`src/rtl/md_pkg.sv`:
```
// rtl/md_pkg.sv - shared encodings, state type and step count for the HI/LO multiply/divide sequencer
package md_pkg;

    typedef enum logic [2:0] {
        FUNC_NONE = 3'd0,
        FUNC_MULT = 3'd1,
        FUNC_DIV  = 3'd2,
        FUNC_MTHI = 3'd3,
        FUNC_MTLO = 3'd4
    } md_func_e;

    typedef enum logic [1:0] {
        IDLE = 2'd0,
        CALC = 2'd1,
        FIX  = 2'd2
    } md_state_e;

    localparam int MD_STEPS = 32;

    function automatic logic [31:0] abs32(input logic [31:0] v, input logic is_signed);
        return (is_signed && v[31]) ? (32'd0 - v) : v;
    endfunction

endpackage

```
`src/rtl/md_step.sv`:
```
// rtl/md_step.sv - one radix-2 step: shift-add multiply or restoring divide on a 64-bit accumulator
module md_step (
    input  logic        op_div,
    input  logic [63:0] acc,
    input  logic [31:0] opnd,
    output logic [63:0] acc_next
);

    logic [32:0] sum;
    logic [32:0] rem_sh;
    logic [32:0] diff;

    // MULT: acc = {partial, multiplier}; DIV: acc = {remainder, dividend/quotient}
    always_comb begin
        sum      = {1'b0, acc[63:32]} + (acc[0] ? {1'b0, opnd} : 33'd0);
        rem_sh   = {acc[63:32], acc[31]};
        diff     = rem_sh - {1'b0, opnd};
        acc_next = {sum, acc[31:1]};
        if (op_div) begin
            if (diff[32]) begin
                acc_next = {rem_sh[31:0], acc[30:0], 1'b0};
            end else begin
                acc_next = {diff[31:0], acc[30:0], 1'b1};
            end
        end
    end

endmodule

```
`src/rtl/md_seq.sv`:
```
// rtl/md_seq.sv - iterative MULT/DIV sequencer owning HI/LO; MD_FAST_MUL_EN selects single-cycle MULT
module md_seq
    import md_pkg::*;
(
    input  logic        clk,
    input  logic        rst,
    input  logic        start,
    input  logic [2:0]  func,
    input  logic        is_sign,
    input  logic [31:0] a,
    input  logic [31:0] b,
    input  logic        abort,
    output logic        busy,
    output logic        done,
    output logic [31:0] hi,
    output logic [31:0] lo
);

    md_state_e   state, state_n;
    md_func_e    fcode;
    logic [5:0]  cnt;
    logic [63:0] acc, acc_step;
    logic [31:0] opnd, abs_a, abs_b;
    logic        op_div, neg_q, neg_r, b_zero;

    assign fcode = md_func_e'(func);
    assign abs_a = abs32(a, is_sign);
    assign abs_b = abs32(b, is_sign);
    assign busy  = (state != IDLE);

    md_step u_step (
        .op_div   (op_div),
        .acc      (acc),
        .opnd     (opnd),
        .acc_next (acc_step)
    );

    always_comb begin
        state_n = state;
        if (abort) begin
            state_n = IDLE;
        end else begin
            case (state)
                IDLE: begin
                    if (start && fcode == FUNC_DIV) begin
                        state_n = CALC;
                    end else if (start && fcode == FUNC_MULT) begin
`ifdef MD_FAST_MUL_EN
                        state_n = FIX;
`else
                        state_n = CALC;
`endif
                    end
                end
                CALC:    if (cnt == 6'(MD_STEPS - 1)) state_n = FIX;
                FIX:     state_n = IDLE;
                default: state_n = IDLE;
            endcase
        end
    end

    always_ff @(posedge clk) begin
        if (rst) begin
            state  <= IDLE;
            cnt    <= '0;
            acc    <= '0;
            opnd   <= '0;
            op_div <= 1'b0;
            neg_q  <= 1'b0;
            neg_r  <= 1'b0;
            b_zero <= 1'b0;
            done   <= 1'b0;
            hi     <= '0;
            lo     <= '0;
        end else begin
            state <= state_n;
            done  <= 1'b0;
            if (!abort) begin
                case (state)
                    IDLE: begin
                        if (start) begin
                            case (fcode)
                                FUNC_MTHI: hi <= a;
                                FUNC_MTLO: lo <= a;
                                FUNC_MULT, FUNC_DIV: begin
                                    cnt    <= '0;
                                    op_div <= (fcode == FUNC_DIV);
                                    neg_q  <= is_sign & (a[31] ^ b[31]);
                                    neg_r  <= is_sign & a[31];
                                    b_zero <= (b == 32'd0);
                                    if (fcode == FUNC_DIV) begin
                                        acc  <= {32'd0, abs_a};
                                        opnd <= abs_b;
                                    end else begin
`ifdef MD_FAST_MUL_EN
                                        acc  <= {32'd0, abs_a} * {32'd0, abs_b};
`else
                                        acc  <= {32'd0, abs_b};
`endif
                                        opnd <= abs_a;
                                    end
                                end
                                default: ;
                            endcase
                        end
                    end
                    CALC: begin
                        acc <= acc_step;
                        cnt <= cnt + 6'd1;
                    end
                    FIX: begin
                        done <= 1'b1;
                        if (op_div) begin
                            // remainder takes the dividend's sign; divide-by-zero forces an all-ones quotient
                            lo <= b_zero ? 32'hFFFF_FFFF : (neg_q ? 32'd0 - acc[31:0] : acc[31:0]);
                            hi <= neg_r ? 32'd0 - acc[63:32] : acc[63:32];
                        end else begin
                            {hi, lo} <= neg_q ? 64'd0 - acc : acc;
                        end
                    end
                    default: ;
                endcase
            end
        end
    end

endmodule

```
`config.mk`:
```
export PLATFORM = sky130hd
export DESIGN_NAME = md_seq
export DESIGN_NICKNAME = d
export VERILOG_FILES = /design/src/rtl/md_pkg.sv /design/src/rtl/md_step.sv /design/src/rtl/md_seq.sv
export SDC_FILE = /design/constraint.sdc
export NUM_CORES = 1
export LEC_CHECK = 0
export ABC_CLOCK_PERIOD_IN_PS = 4250
export BUFFER_PORTS_ARGS = -buffer_cell sky130_fd_sc_hd__buf_4
export CAP_MARGIN = 25
export CORE_MARGIN = 1
export CORE_UTILIZATION = 50
export DETAILED_ROUTE_END_ITERATION = 8
export GPL_ROUTABILITY_DRIVEN = 0
export GPL_TIMING_DRIVEN = 0
export PLACE_DENSITY_LB_ADDON = 0.05
export SYNTH_ARGS = -nofsm -noshare
export SYNTH_HDL_FRONTEND = slang
export SYNTH_HIERARCHICAL = 1
export SYNTH_SLANG_ARGS = --single-unit
```
`constraint.sdc`:
```
create_clock -name clk -period 4.25 [get_ports clk]
set_input_delay 0.85 -clock clk [delete_from_list [all_inputs] [get_ports clk]]
set_output_delay 0.85 -clock clk [all_outputs]
set_load 0.02 [all_outputs]
```
==> results of run 1 <==
## registers in the layout (all words and copies together), names as in the netlist
register / count
lo: 32
neg_r: 1
hi: 32
done: 1
b_zero: 1
neg_q: 1
op_div: 1
cnt: 6
acc: 64
opnd: 32
state: 2
## final timing paths
| kind | startpoint | to | slack [ns] | cells after the start |
|---|---|---|---|---|
| setup / recovery | acc[32] | acc[55] | 0.19 | 14 |
| hold / removal | lo[14] | lo[14] | 0.46 | 2 |
| setup reg to reg | acc[32] | acc[55] | 0.19 | 14 |
| hold reg to reg | lo[14] | lo[14] | 0.46 | 2 |
## metal layers
layer  vias up  routed length [µm]
met2      1361               29000
met1      8988               28300
met3       309                9880
li1       8409                   -
met5         -                   0
met4         0                4060
## area by class of cell
class                   instances  area [µm²]
repair buffers                134        1000
fillers                      3103       13400
clock inverters                15         190
clock buffers                  17         425
inverters                      71         267
well taps                     402         503
flip-flops and latches        173        3460
multi-input cells            1796       11700
plain buffers                 156         647
## power groups by stage
stage                     registers (mW)  clock network, mW  logic [mW]
after floorplan                     1.73                  0       0.764
after global placement              1.74                  0        1.22
after detailed placement            1.74                  0        1.22
after CTS                           1.70               1.71        1.23
after global routing                1.71               1.78        1.35
final                               1.71               1.73        1.30
## cells by family (layout without fill, tap and decap cells)
| family | count (synthesis) | in the layout |
|---|---|---|
| adders and majority gates | 71 | 71 |
| AOI/OAI and AO/OA | 693 | 693 |
| DFF | 173 | 173 |
| and+or+nand+nor | 814 | 814 |
| muxes | 53 | 53 |
| xor gates and xnor gates | 165 | 165 |
| buffers and inverters | 227 | 393 |
## worst min-delay path: stages (launching register included)
cell	delay, ns
dfxtp_1	0.31
nand2_1	0.05
a21oi_1	0.05
## layout by cell type (no fill, tap or decap), types with 11 or more instances in the layout
master / count
clkbuf_1: 119
o21ai_0: 93
nor2b_1: 13
o211ai_1: 17
and3_1: 26
a211oi_1: 29
o41ai_1: 11
a31oi_1: 63
nor3_1: 50
xor2_1: 69
nand2b_1: 11
a222oi_1: 12
a21o_1: 28
o21a_1: 15
xnor2_1: 94
a211o_1: 13
nand3_1: 38
a221oi_1: 12
buf_4: 137
dfxtp_1: 172
a22oi_1: 18
inv_1: 71
a21oi_1: 222
nand2_1: 280
mux2i_1: 20
o221ai_1: 16
nand4_1: 31
buf_2: 26
mux2_2: 33
or3_1: 15
clkbuf_16: 17
and2_1: 41
nor2_1: 191
o31ai_1: 25
nor4_1: 33
ha_1: 69
## what timing repair did
item / 4_1_cts / 5_1_grt
resized for setup: 0 / 5
endpoints found under the hold margin: 0 / 0
setup endpoints to repair: 0 / 10
==> impl_metrics.py, run 1 <==
metrics = {
    "pwr": {
        "combPwrFrac_pct": 27.4,
        "peakVddDrop_mv": 0.310,
        "p_int_mw": 2.97,
        "p_seq_share_pct": 36.1,
        "p_leak_nw": 7.17,
        "p_per_area_nw_per_um2": 260,
        "power_mw": 4.73,
        "p_clk_share_pct": 36.5,
        "p_sw_share_pct": 37.1,
        "p_sw_mw": 1.76,
    },
    "sta": {
        "final.setup.tns_ns": 0,
        "tightest_slew_ns": 1.10,
        "period_share_pct": 95.5,
        "finalMaxSlewViolations": 0,
        "rsz0062_at_grt": "false",
        "setup_viol_count_final": 0,
        "hold_violations": 0,
        "maxSlewHeadroom_pct": 26.0,
        "final.min_clock_period_ns": 4.06,
        "worst_slack_ns": 0.191,
        "fin_skew_ns": 0.0138,
        "max_freq_mhz": 246,
        "fin_hold_ws_ns": 0.459,
    },
    "cells_and_area": {
        "antenna_cells": 0,
        "area_growth_pct": 13.2,
        "instances_no_fill": 2764,
        "fin_nets": 2492,
        "fin_util_pct": 57.6,
        "final_area_um2": 18200,
        "drive_gt1_share_pct": 12.6,
    },
    "drt": {
        "vias": 19100,
        "drc": 0,
        "first_pass_iters": 9,
        "drt_wl_total_um": 71200,
        "ant_nets": 0,
        "via_per_inst": 6.90,
        "drt_iter0_drc": 2790,
        "wl_per_cell_um": 25.8,
    },
    "cts": {
        "post-cts-setup-buffers": 0,
        "clkTransAtPathRegs_ns": 0.08,
        "clkSinkCount": 173,
        "htreeDepth": 4,
        "clock_latency_ns": 0.46,
        "cts_buffers": 17,
        "cts_tree": "yes",
        "cts.path.max_buffers": 2,
        "hold_buffers": 0,
        "cts_root_buffer": "clkbuf_16",
    },
    "place": {
        "dp_hpwl_um": 56200,
        "port_buffers": 132,
        "placed_area_um2": 17600,
        "preCtsSetupSlack_ns": 0.105,
        "dp_cells": 2731,
    },
    "critical_path": {
        "criticalPathCategory": "reg2reg",
        "cp_max_fo": 11,
        "endpoint_kind": "flip-flop",
        "cp_cell_sequence": "inv_1, fa_1, nand2b_1, a21oi_1, o21ai_1, o21ai_2, a31oi_4, a21oi_4, xor2_4, buf_6, mux2i_1, mux2i_1, nand2_1, a21oi_1",
        "crit_required_ns": 4.58,
        "path_buf_inv": 2,
        "cpLargestDelayFamily": "compound AO/OA/AOI/OAI gates",
        "crit_slowest_cell": "dfxtp_1",
        "cpPeakStageDelay_ns": 0.70,
        "crit_arrival_ns": 4.39,
        "critPathLaunchType": "flip-flop",
    },
    "yosys": {
        "synth_area_leaders": "dfxtp_1 (22%), a21oi_1 (6.9%), nand2_1 (6.5%), ha_1 (5.4%), xnor2_1 (5.1%)",
        "synth_fp_nets": 2339,
        "netlist_area_um2": 16100,
        "ys_warn_count": 6,
        "yosysSeqAreaShare_pct": 21.5,
        "synth_compound_area_share_pct": 28.8,
        "ys_types": 96,
        "synth_edf_count": 0,
        "async_flop_share_pct": 0,
        "synth_top_family_by_area": "compound AO/OA/AOI/OAI gates",
        "synth_most_common_cell": "nand2_1",
        "syn_inst": 2196,
        "synthXorXnorAreaFrac_pct": 9.15,
        "synthMuxAreaShare_pct": 3.56,
        "netlist_top_cells_count": "nand2_1 (280), a21oi_1 (223), nor2_1 (191)",
        "synth-seq-cells": 173,
        "ys.flop_type": "dfxtp_1",
        "synthSimpleGateAreaFrac_pct": 25.7,
        "synth_fa_ha_area_share_pct": 5.62,
        "syn_avg_cell_area_um2": 7.32,
        "yosys.area.top_type": "dfxtp_1",
        "netlist.area_leader.share_pct": 21.5,
    },
    "status": {
        "outcome": "finished clean",
    },
    "global_route": {
        "grt_pass1_vias": 17500,
        "met3_usage_pct": 14.6,
        "grt_pass1_wl_um": 106000,
        "grt_start_max_net_pins": 19,
        "antenna_found_initial": 0,
        "use_met2_pct": 61.1,
        "busiest_layer": "met2",
        "grt_util_met1_pct": 56.3,
        "grt_overflow": 0,
        "track_usage_pct": 42.6,
    },
    "min_path": {
        "hold_path_class": "reg2reg",
    },
    "die": {
        "io_pins": 138,
        "die_area_um2": 32900,
        "start_util_pct": 50.8,
        "core.rowCount": 65,
        "die_h_um": 181,
        "die_w_um": 181,
        "coreArea_um2": 31600,
    },
    "run": {
        "maxCapViolations": 0,
    },
}
(Power assumes the default switching activity.)
==> run 2: changes to the inputs <==
Settings changed: CELL_PAD_IN_SITES_DETAIL_PLACEMENT set to 1, CELL_PAD_IN_SITES_GLOBAL_PLACEMENT set to 2, CORE_UTILIZATION 50 to 36.
==> run 2 against run 1 <==
  * Global-route usage fell by 5.8 points
  * Largest power group unchanged
  * Flip-flop and latch count did not move
  * Routed wire length increased by 19%
  * Combinational power grew 5%
  * Total power increased by 4.3%
  * Clock skew increased by 0.0095 ns
  * Sequential power about the same
  * Non-clock buffer count unchanged
  * Setup slack worse by 0.036 ns
  * Cell count up 6.9%
  * Utilization fell by 16 points
==> impl_metrics.py, run 2 (synthesis gave the netlist of run 1 again) <==
metrics = {
    "critical_path": {
        "r2r_slack_ns": 0.15,
        "endpoint_kind": "flip-flop",
        "crit_required_ns": 4.60,
        "cp_max_fo": 11,
        "startpoint": "acc[32]",
        "timing.rr.start": "acc[32]",
        "critPathLaunchType": "flip-flop",
        "crit_arrival_ns": 4.44,
        "reg2reg_depth": 15,
        "criticalPathCategory": "reg2reg",
        "reg2reg_to": "acc[0]",
    },
    "sta": {
        "final.setup.tns_ns": 0,
        "tightest_slew_ns": 1.13,
        "finalMaxSlewViolations": 0,
        "setup_viol_count_final": 0,
        "hold_violations": 0,
        "fin_skew_ns": 0.0233,
        "max_freq_mhz": 244,
        "maxSlewHeadroom_pct": 24.7,
        "period_share_pct": 96.4,
        "rsz0062_at_grt": "false",
        "worst_slack_ns": 0.155,
        "final.min_clock_period_ns": 4.10,
    },
    "cells_and_area": {
        "final_cell_mix": "nand2_1 (280), a21oi_1 (222), nor2_1 (191)",
        "regArea_um2": 3460,
        "area_growth_pct": 15.0,
        "final_area_um2": 18500,
        "drive_gt1_share_pct": 12.6,
        "fin_util_pct": 41.9,
        "fin_nets": 2492,
        "antenna_cells": 0,
        "multi_input_area_um2": 11700,
        "largest_reg_flops": 64,
        "top_register": "acc",
        "layout_commonest_cell": "nand2_1",
        "nFillCells": 5645,
    },
    "die": {
        "die_w_um": 213,
        "die_area_um2": 45500,
        "io_pins": 138,
        "coreArea_um2": 44100,
        "die_h_um": 213,
        "core.rowCount": 77,
        "start_util_pct": 36.5,
    },
    "place": {
        "placed_area_um2": 17800,
        "port_buffers": 132,
        "preCtsSetupSlack_ns": 0.0384,
        "dp_hpwl_um": 68300,
    },
    "global_route": {
        "grt_pass1_vias": 18700,
        "grt_overflow": 0,
        "grt_pass1_wl_um": 122000,
        "antenna_found_initial": 0,
        "grt_start_max_net_pins": 17,
        "track_usage_pct": 36.8,
    },
    "cts": {
        "cts_root_buffer": "clkbuf_16",
        "cts_tree": "yes",
        "clkTransAtPathRegs_ns": 0.08,
        "cts_buffers": 17,
        "clock_latency_ns": 0.48,
        "clkSinkCount": 173,
        "hold_buffers": 0,
        "cts.path.max_buffers": 2,
        "htreeDepth": 4,
    },
    "drt": {
        "wl_per_cell_um": 28.7,
        "drc": 0,
        "first_pass_iters": 8,
        "vias": 19000,
        "drt_iter0_drc": 1767,
        "ant_nets": 0,
        "via_per_inst": 6.43,
        "drt_wl_total_um": 84700,
    },
    "min_path": {
        "min_to": "lo[23]",
        "hold_path_depth": 2,
        "hold_path_class": "reg2reg",
        "hp-start": "lo[23]",
    },
    "pwr": {
        "peakVddDrop_mv": 0.254,
        "p_per_area_nw_per_um2": 267,
        "p_leak_nw": 7.19,
    },
    "run": {
        "maxCapViolations": 0,
    },
    "status": {
        "outcome": "finished clean",
    },
}
==> run 2: changes by cell type in the layout (fill, tap and decap cells not counted) <==
cell / delta
bufinv_16: +2
clkinvlp_4: +1
clkinv_4: +2
clkbuf_2: -1
buf_2: +1
inv_8: -3
clkbuf_8: +2
inv_6: -4
==> run 2: cell type report <==
class | instances | share of cell area (%)
multi-input cells | 1796 | 63.4
flip-flops and latches | 173 | 18.7
repair buffers | 134 | 5.40
well taps | 592 | 4.00
plain buffers | 156 | 3.50
clock buffers | 19 | 2.45
inverters | 71 | 1.44
clock inverters | 13 | 1.12
==> run 2: worst max path at each step <==
stage / end / cells past startpoint / slack [ns]
3_5_place_dp: acc[60] / 14 / 0.04
2_1_floorplan: acc[60] / 14 / 1.27
6_report: acc[0] / 15 / 0.15
4_1_cts: acc[60] / 14 / 0.008
5_1_grt: acc[0] / 15 / 0.006
3_3_place_gp: acc[59] / 14 / 0.11
==> run 2: metal layers <==
metal	up-vias	wire [µm]	global-route usage, %
met5	-	0	0
met4	0	3770	15.6
met3	201	6510	7.56
met2	820	37900	58.6
met1	9568	36500	48.1
li1	8413	-	-
==> run 2: where the power goes <==
| group | leakage [nW] | switching (mW) | internal [mW] |
|---|---|---|---|
| combinational | 5.48 | 0.945 | 0.422 |
| clock | 0.315 | 0.823 | 1.03 |
| sequential | 1.40 | 0.0617 | 1.65 |
==> run 2: repair_timing <==
| item | CTS | global route |
|---|---|---|
| buffers inserted | 0 | 0 |
| gates resized for setup | 0 | 5 |
| endpoints found under the setup margin | 0 | 10 |
==> run 2: worst max-delay path: stages (launching register included) <==
cell	delay [ns]
dfxtp_1	0.65
inv_1	0.13
fa_1	0.45
nand2b_1	0.20
a21oi_1	0.27
o21ai_1	0.22
o21ai_2	0.37
a31oi_4	0.19
a21oi_4	0.25
xnor2_2	0.25
buf_4	0.31
a21oi_1	0.11
nor2_1	0.19
a311oi_1	0.07
a21oi_1	0.25
nor2_1	0.06
==> run 2: stage by stage <==
step                      hold slack, ns  power (mW)  instances
final                              0.459        4.94       2954
after detailed placement           0.448        3.06       2922
after global placement             0.449        3.04       2920
after CTS                          0.461        4.88       2954
after floorplan                    0.427        2.50       2196
after global routing               0.486        5.05       2954
